`config.mk`:
```
export PLATFORM = sky130hd
export DESIGN_NAME = pb_command_scheduler
export DESIGN_NICKNAME = d
export VERILOG_FILES = /design/src/rtl/pb_cmd_pkg.sv /design/src/rtl/pb_handshake_timer.sv /design/src/rtl/pb_command_scheduler.sv
export SDC_FILE = /design/constraint.sdc
export NUM_CORES = 1
export LEC_CHECK = 0
export BUFFER_PORTS_ARGS = -buffer_cell sky130_fd_sc_hd__clkbuf_2
export CORE_ASPECT_RATIO = 2
export CORE_UTILIZATION = 53
export DETAILED_ROUTE_END_ITERATION = 10
export PLACE_DENSITY_LB_ADDON = 0.1
export RECOVER_POWER = 25
export SYNTH_ARGS = -nofsm -noshare
export SYNTH_HDL_FRONTEND = slang
export SYNTH_HIERARCHICAL = 1
export SYNTH_SLANG_ARGS = --single-unit
```
`constraint.sdc`:
```
create_clock -name clock -period 5.04 [get_ports clock]
set_clock_uncertainty 0.15 [all_clocks]
set_input_delay 0 -clock clock [delete_from_list [all_inputs] [get_ports clock]]
set_output_delay 0 -clock clock [all_outputs]
set_load 0.03 [all_outputs]
```
`src/rtl/pb_cmd_pkg.sv`:
```
// Shared types for the peripheral-bus command scheduler: opcodes, response status,
// scheduler states, substate bit positions and the opcode-to-activation decode.
package pb_cmd_pkg;

  localparam int unsigned NUM_SUB = 5;

  typedef enum logic [2:0] {
    OP_WRITE4 = 3'd0,
    OP_READ4  = 3'd1,
    OP_ADC4   = 3'd2,
    OP_ADC1   = 3'd3,
    OP_TEST   = 3'd4
  } opcode_e;

  typedef enum logic [1:0] {
    ST_OK      = 2'd0,
    ST_TIMEOUT = 2'd1,
    ST_ILLEGAL = 2'd2
  } rsp_status_e;

  typedef enum logic [2:0] {
    S_IDLE      = 3'd0,
    S_START     = 3'd1,
    S_WAIT_DONE = 3'd2,
    S_RELEASE   = 3'd3,
    S_RESPOND   = 3'd4
  } sched_state_e;

  // Bit positions inside substate_active / substate_complete
  typedef enum int unsigned {
    BIT_WRITE4 = 0,
    BIT_READ4  = 1,
    BIT_ADC4   = 2,
    BIT_ADC1   = 3,
    BIT_TEST   = 4
  } sub_bit_e;

  // Illegal opcodes decode to no activation at all
  function automatic logic [NUM_SUB-1:0] op_onehot(input logic [2:0] op);
    op_onehot = '0;
    if (op <= OP_TEST) op_onehot = NUM_SUB'(NUM_SUB'(1) << op);
  endfunction

endpackage

```
`src/rtl/pb_handshake_timer.sv`:
```
// Saturating per-phase timer; expiry flags the last cycle a handshake phase may last,
// so a phase spans exactly TIMEOUT_CYCLES cycles before it is abandoned.
module pb_handshake_timer #(
  parameter int unsigned TIMEOUT_CYCLES = 27000
) (
  input  logic clock,
  input  logic reset,
  input  logic i_clear,
  input  logic i_enable,
  output logic o_expired_c
);

  localparam int unsigned CW = $clog2(TIMEOUT_CYCLES + 1);

  logic [CW-1:0] r_count;

  always_ff @(posedge clock or negedge reset) begin
    if (!reset) begin
      r_count <= '0;
    end else if (i_clear) begin
      r_count <= '0;
    end else if (i_enable && (r_count != CW'(TIMEOUT_CYCLES))) begin
      r_count <= r_count + CW'(1);
    end
  end

  assign o_expired_c = (r_count >= CW'(TIMEOUT_CYCLES - 1));

endmodule

```
`src/rtl/pb_command_scheduler.sv`:
```
// Single-owner scheduler for the peripheral-bus substate machines: accepts a command,
// runs one 4-phase active/complete handshake with timeouts, then offers a response frame.
module pb_command_scheduler
  import pb_cmd_pkg::*;
#(
  parameter int unsigned CLOCK_FREQUENCY = 27000000,
  parameter int unsigned TIMEOUT_CYCLES  = CLOCK_FREQUENCY / 1000
) (
  input  logic                clock,
  input  logic                reset,
  input  logic                cmd_valid,
  output logic                cmd_ready,
  input  logic [2:0]          cmd_opcode,
  input  logic [1:0]          cmd_type,
  input  logic [31:0]         cmd_params,
  output logic [3:0][7:0]     command_param_data,
  output logic [1:0]          CommandType,
  output logic [NUM_SUB-1:0]  substate_active,
  input  logic [NUM_SUB-1:0]  substate_complete,
  input  logic [3:0][7:0]     ResponseBytes,
  input  logic [3:0]          ResponseByteCount,
  output logic                rsp_valid,
  input  logic                rsp_ready,
  output logic [1:0]          rsp_status,
  output logic [3:0]          rsp_count,
  output logic [31:0]         rsp_bytes,
  output logic                busy
);

  sched_state_e       r_state;
  logic [3:0][7:0]    r_params;
  logic [1:0]         r_type;
  logic [NUM_SUB-1:0] r_sel;
  logic [NUM_SUB-1:0] r_active;
  logic               r_busy;
  logic               r_rsp_valid;
  rsp_status_e        r_status;
  logic [3:0]         r_count;
  logic [31:0]        r_bytes;

  logic               w_done;
  logic               w_expired;
  logic               w_timer_clear;
  logic               w_timer_en;
  logic [3:0]         w_count_clamped;

  // Only the selected sequence's completion bit is ever observed
  assign w_done          = |(substate_complete & r_sel);
  assign w_count_clamped = (ResponseByteCount > 4'd4) ? 4'd4 : ResponseByteCount;
  assign w_timer_en      = (r_state == S_WAIT_DONE) || (r_state == S_RELEASE);
  assign w_timer_clear   = (r_state == S_START) ||
                           ((r_state == S_WAIT_DONE) && (w_done || w_expired));

  pb_handshake_timer #(
    .TIMEOUT_CYCLES (TIMEOUT_CYCLES)
  ) u_timer (
    .clock       (clock),
    .reset       (reset),
    .i_clear     (w_timer_clear),
    .i_enable    (w_timer_en),
    .o_expired_c (w_expired)
  );

  always_ff @(posedge clock or negedge reset) begin
    if (!reset) begin
      r_state     <= S_IDLE;
      r_params    <= '0;
      r_type      <= '0;
      r_sel       <= '0;
      r_active    <= '0;
      r_busy      <= 1'b0;
      r_rsp_valid <= 1'b0;
      r_status    <= ST_OK;
      r_count     <= '0;
      r_bytes     <= '0;
    end else begin
      case (r_state)
        S_IDLE: begin
          if (cmd_valid) begin
            r_params <= cmd_params;
            r_type   <= cmd_type;
            r_sel    <= op_onehot(cmd_opcode);
            r_busy   <= 1'b1;
            if (cmd_opcode > OP_TEST) begin
              r_status    <= ST_ILLEGAL;
              r_count     <= '0;
              r_bytes     <= '0;
              r_rsp_valid <= 1'b1;
              r_state     <= S_RESPOND;
            end else begin
              r_state <= S_START;
            end
          end
        end
        S_START: begin
          r_active <= r_sel;
          r_state  <= S_WAIT_DONE;
        end
        S_WAIT_DONE: begin
          if (w_done) begin
            r_bytes  <= ResponseBytes;
            r_count  <= w_count_clamped;
            r_status <= ST_OK;
            r_active <= '0;
            r_state  <= S_RELEASE;
          end else if (w_expired) begin
            r_bytes  <= '0;
            r_count  <= '0;
            r_status <= ST_TIMEOUT;
            r_active <= '0;
            r_state  <= S_RELEASE;
          end
        end
        S_RELEASE: begin
          // Wait for the sequence to drop complete before anyone else may own the bus
          if (!w_done) begin
            r_rsp_valid <= 1'b1;
            r_state     <= S_RESPOND;
          end else if (w_expired) begin
            r_bytes     <= '0;
            r_count     <= '0;
            r_status    <= ST_TIMEOUT;
            r_rsp_valid <= 1'b1;
            r_state     <= S_RESPOND;
          end
        end
        S_RESPOND: begin
          if (rsp_ready) begin
            r_rsp_valid <= 1'b0;
            r_busy      <= 1'b0;
            r_state     <= S_IDLE;
          end
        end
        default: r_state <= S_IDLE;
      endcase
    end
  end

  assign cmd_ready          = (r_state == S_IDLE);
  assign command_param_data = r_params;
  assign CommandType        = r_type;
  assign substate_active    = r_active;
  assign rsp_valid          = r_rsp_valid;
  assign rsp_status         = r_status;
  assign rsp_count          = r_count;
  assign rsp_bytes          = r_bytes;
  assign busy               = r_busy;

endmodule

```
======== Yosys cells after proc, flatten, opt, wreduce, memory -nomap -nowiden ========
Cells that the tools add are included.
word-level totals
  output and inout port bits .............. 80
  input port bits ......................... 82
  register bits ........................... 102
cells by class
  magnitude comparators ................... 4
  equality and inequality tests ........... 11
  add/subtract/negate cells ............... 1
  multiplexer cells ....................... 41
  reductions and logical operators ........ 18
  shifts and indexed selects .............. 1
  bitwise operators ....................... 1
operators by type and width
  kind                                                                    count
  32-bit 2-to-1 mux                                                       5
  32-bit one-hot mux with 3 select lines                                  1
  15-bit 2-to-1 mux                                                       2
  4-bit 2-to-1 mux                                                        6
  3-bit 2-to-1 mux                                                        7
  15-bit by 1-bit adder with 15-bit output (second input constant)        1
  15-bit greater-or-equal comparator (second input constant)              1
  5-bit 2-to-1 mux                                                        3
  15-bit inequality test (second input constant)                          1
  3-bit one-hot mux with 5 select lines                                   1
  4-bit one-hot mux with 3 select lines                                   1
  2-bit 2-to-1 mux                                                        5
  5-bit one-hot mux with 2 select lines                                   1
  4-bit AND reduction                                                     2
  3-bit by 2-bit equality test with 1-bit output (second input constant)  2
  1-bit 2-to-1 mux                                                        6
  2-bit inequality test (second input constant)                           3
  3-bit inequality test (second input constant)                           2
  2-bit one-hot mux with 3 select lines                                   1
  2-bit nonzero test                                                      3
  3-bit nonzero test                                                      2
  5-bit AND                                                               1
  5-bit AND reduction                                                     1
  5-bit OR reduction                                                      1
  other kinds (14)                                                        18

======== Longest topological paths before layout ========
  word-level depth ........................ 6
  mapped depth ............................ 12
  depth with buffers taken out ............ 11

======== Hierarchy ========
The synthesis kept the hierarchy.
modules (own cells, without submodules)
  module                area an instance (um^2)  times used  cells each  seq. area each (um^2)
  pb_command_scheduler  3,454.6                  1           319         2,177.1
  pb_handshake_timer    872.1                    1           90          375.4

======== Worst setup path after synthesis ========
OpenSTA, ideal clock, no wires.
  path type ............................... register to register
  start ................................... reg u_timer.r_count[0]
  end ..................................... reg u_timer.r_count[10]
  slack ................................... 2.585 ns
  arrival ................................. 2.173 ns
  cell stages (with the launch flop) ...... 13
  cells stage by stage .................... dfrtp_1 -> ha_1 -> a21o_1 -> a21oi_1 -> o21ai_0 -> o2111a_1 -> inv_1 -> a311oi_1 -> o21ai_1 -> inv_1 -> clkbuf_1 -> clkbuf_1 -> nor2_1
between the ends
  word-level cells in the longest chain between the ends .. 5
RTL lines
  element                                                         line                        text
  start: declaration                                              pb_handshake_timer.sv:15    logic [CW-1:0] r_count;
  start signal: assignment                                        pb_handshake_timer.sv:23    r_count <= r_count + CW'(1);
  15-bit greater-or-equal comparator *                            pb_handshake_timer.sv:27    assign o_expired_c = (r_count >= CW'(TIMEOUT_CYCLES - 1));
  named net w_expired                                             pb_command_scheduler.sv:42  logic w_expired;
  1-bit logical OR *                                              pb_command_scheduler.sv:52  ((r_state == S_WAIT_DONE) && (w_done || w_expired));
  1-bit logical AND *                                             pb_command_scheduler.sv:52
  1-bit logical OR *                                              pb_command_scheduler.sv:51  assign w_timer_clear = (r_state == S_START) ||
  named net w_timer_clear                                         pb_command_scheduler.sv:43  logic w_timer_clear;
  15-bit 2-to-1 mux / 2-bit nonzero test (equally long branches)  n/a
Mark *: on every way through the listed nets, which the timed path passes. The rest lies on a longest branch. The select of a mux whose other input is x is not followed.
A chain may end at the register's enable or synchronous reset.

======== Final worst setup path ========
  start ................................... reg u_timer.r_count[10]
  end ..................................... reg r_count[0] (netlist: rsp_count[0])
between the ends
  word-level cells in the longest chain between the ends .. 4
RTL lines
  element                                  line                         text
  15-bit greater-or-equal comparator *     pb_handshake_timer.sv:27
  named net w_expired                      pb_command_scheduler.sv:42
  4-bit 2-to-1 mux *                       n/a
  4-bit 2-to-1 mux (on tied branches)      n/a
  4-bit one-hot mux with 3 select lines *  n/a
  end signal: assignment                   pb_command_scheduler.sv:102  r_count <= w_count_clamped;
  end: declaration                         pb_command_scheduler.sv:38   logic [3:0] r_count;
Marked as above.

==> flow_metrics.py <==
metrics = {
    "synthesis": {
        "synth-seq-cells": 102,
        "synth_common_cells": "nand2_1, dfrtp_1, a22o_1",
        "synth_top_area_share": 0.5899,
        "yosysSeqAreaShare": 0.5899,
        "yosysMostFrequentCell": "nand2_1",
        "syn-num-nets": 493,
        "syn_area_um2": 4327,
        "synth_area_per_cell_um2": 10.58,
        "synth_edf_count": 0,
        "yosysTopAreaCell": "dfrtp_1",
        "yosysWarnings": 6,
        "synth_cell_types": 53,
        "async_reset_ff_frac": 1.000,
        "syn_inst": 409,
        "ys.flop_type": "dfrtp_1",
        "ys_top_cells_by_area": "dfrtp_1, nand2_1, a22o_1",
    },
    "pwr": {
        "ir_drop_mv": 0.4685,
        "powerDensity_nw_per_um2": 607.3,
        "power_leakage_nw": 3.139,
    },
    "global_route": {
        "gr-usage-all-layers": 0.2887,
        "grt_pass1_wl_um": 18630,
        "grt-ovfl-total": 0,
        "grt_max_degree": 75,
        "grt_pass1_vias": 4081,
        "antenna_found_initial": 0,
    },
    "route": {
        "vias_per_cell": 5.415,
        "final_antenna_net_count": 0,
        "wl_per_cell_um": 16.08,
        "wl_um": 11930,
        "drt-pass1-iter-count": 5,
        "drt_first_iter_violations": 202,
        "drc": 0,
        "num_vias": 4018,
    },
    "place": {
        "portBuffers": 161,
        "dp_hpwl_um": 7405,
        "placed_area_um2": 5126,
        "place_congestion": 0.8158,
        "dp_slack_ns": 2.166,
    },
    "timing": {
        "rsz0062_at_grt": "false",
        "hold_violations": 0,
        "fmax_mhz": 300.7,
        "max-slew-margin-rel": 0.02044,
        "layout_setup_ws_ns": 1.715,
        "worst_slew_pin_slew_ns": 1.469,
        "maxSlewViolCount": 0,
        "finalCriticalPeriod_ns": 3.325,
        "setup_viol": 0,
        "finalSetupTns_ns": 0,
        "period_share": 0.6598,
    },
    "cts": {
        "clock_latency_ns": 0.34,
        "cts_post_setup_buffers_inserted": 0,
        "cts_buffer_depth": 2,
        "cts_hold_buf": 81,
        "clkSlewWorstSetupHoldPaths_ns": 0.07,
        "ctsResizeCount": 0,
        "htreeDepth": 3,
        "clkSinkCount": 102,
        "cts_made_buffers": 9,
        "root_buffer": "clkbuf_16",
        "cts_tree": "built",
    },
    "status": {
        "status": "completed",
    },
    "flow_run": {
        "maxCapViolCount": 0,
    },
    "critical_path": {
        "cp_cell_sequence": "or3_4, a21oi_1, o21ai_0, o2111a_1, inv_1, nand2_1, o2111ai_4, a32o_1, dlygate4sd3_1",
        "required_ns": 5.16,
        "worstPathMaxFanout": 36,
        "criticalPathCategory": "register to register",
        "slowest_stage": "o2111ai_4",
        "critical-path-max-stage-delay_ns": 0.79,
        "regToRegStartpoint": "u_timer/r_count[10]",
        "r2r_setup_slack_ns": 1.71,
        "startpoint_type": "register",
        "worstReg2RegEnd": "rsp_count[0]",
        "critPathArrivalTime_ns": 3.45,
        "rr_worst_depth": 9,
        "cp-end-kind": "register",
    },
    "worst_hold_path": {
        "hold_class": "input port to register",
        "min-delay-start": "substate_complete[3]",
        "holdPathEnd": "r_state[1]",
        "min_delay_path_depth": 5,
    },
    "final_layout": {
        "layout-drive-gt1-share": 0.2186,
        "fin_nets": 725,
        "syn_to_final_growth_pct": 42.71,
        "fillers": 551,
        "final_cell_area_um2": 6175,
    },
    "floorplanning": {
        "io_pins": 162,
        "core_um2": 7943,
        "die_h_um": 129.8,
        "fp.dieW_um": 65.89,
        "dieArea_um2": 8551,
        "num_rows": 46,
        "initial_core_util": 0.5447,
    },
}
==> worst max-delay path: cells and delay by family, from the launching register on <==
| kind | cells | cell delay (ns) |
|---|---|---|
| compound gates | 5 | 1.40 |
| flops | 1 | 0.44 |
| buf+inv | 2 | 0.73 |
| simple gates | 2 | 0.52 |
==> cells by family after synthesis <==
group | share of synthesized area
simple gates | 0.1845
flops | 0.5899
compound gates | 0.1475
buf+inv | 0.04367
xor+xnor | 0.01822
mux | 0.008096
fa+ha+maj | 0.008096
==> state kept, by name, summed over array words and instances (netlist names) <==
signal / count
CommandType: 2
busy: 1
command_param_data: 32
rsp_count: 4
rsp_valid: 1
r_state: 3
rsp_bytes: 32
rsp_status: 2
u_timer/r_count: 15
r_sel: 5
substate_active: 5
==> worst max-delay path by stage <==
stage                                   start                   to  slack (ns)  cells after the start
final                     u_timer/r_count[10]         rsp_count[0]        1.71                      9
after global routing      u_timer/r_count[10]         rsp_count[0]        1.47                      9
after CTS                 u_timer/r_count[10]         rsp_count[0]        1.75                      9
after detailed placement  u_timer/r_count[10]   u_timer/r_count[1]        2.17                     10
after global placement    u_timer/r_count[10]   u_timer/r_count[1]        2.28                     10
after floorplan            u_timer/r_count[0]  u_timer/r_count[10]        2.58                     12
==> cell type report <==
class	instances	area [um2]	area share
Tap cell	96	120.1	0.01945
Antenna cell	1	2.502	0.0004053
Sequential cell	102	2552	0.4134
Inverter	10	37.54	0.006079
Multi-Input combinational cell	273	1585	0.2567
Timing Repair Buffer	245	1578	0.2555
Clock inverter	4	56.30	0.009119
Clock buffer	11	242.7	0.03931
==> cells in the final DEF, fill, tap and decap left out, types with 6 or more instances in the layout <==
master / n
a21oi_1: 9
a22o_1: 38
clkbuf_1: 46
clkbuf_16: 9
clkbuf_2: 117
dfrtp_1: 102
dlygate4sd3_1: 80
inv_1: 10
nand2_1: 122
nand3_1: 7
nand4_1: 6
nor2_1: 16
==> layer usage <==
layer  vias up  part of all wire  track usage  wire length, um
met5         -                 0            0                0
met4         0             0.033       0.1279              397
met3        34             0.045      0.04720              541
met2       162              0.55       0.5360             6553
met1      1942              0.37       0.3100             4441
li1       1880                 -            -                -
==> per-stage QoR <==
step / hold WS (ns) / power [mW] / std cells / util
3_5_place_dp: -0.2101 / 3.020 / 645 / 0.6454
2_1_floorplan: -0.4456 / 2.568 / 409 / -
3_3_place_gp: -0.2143 / 2.973 / 645 / 0.6454
5_1_grt: 0.1636 / 3.952 / 741 / 0.7771
6_report: 0.09183 / 3.750 / 742 / 0.7774
4_1_cts: 0.01806 / 3.785 / 741 / 0.7864
==> report_power, final <==
part / total (mW) / internal (mW) / switching, mW
Combinational: 1.71 / 0.529 / 1.18
Clock: 0.693 / 0.399 / 0.294
Sequential: 1.35 / 1.13 / 0.216
Total: 3.75 / 2.06 / 1.69
No activity file was read; power rests on OpenSTA's default activity.
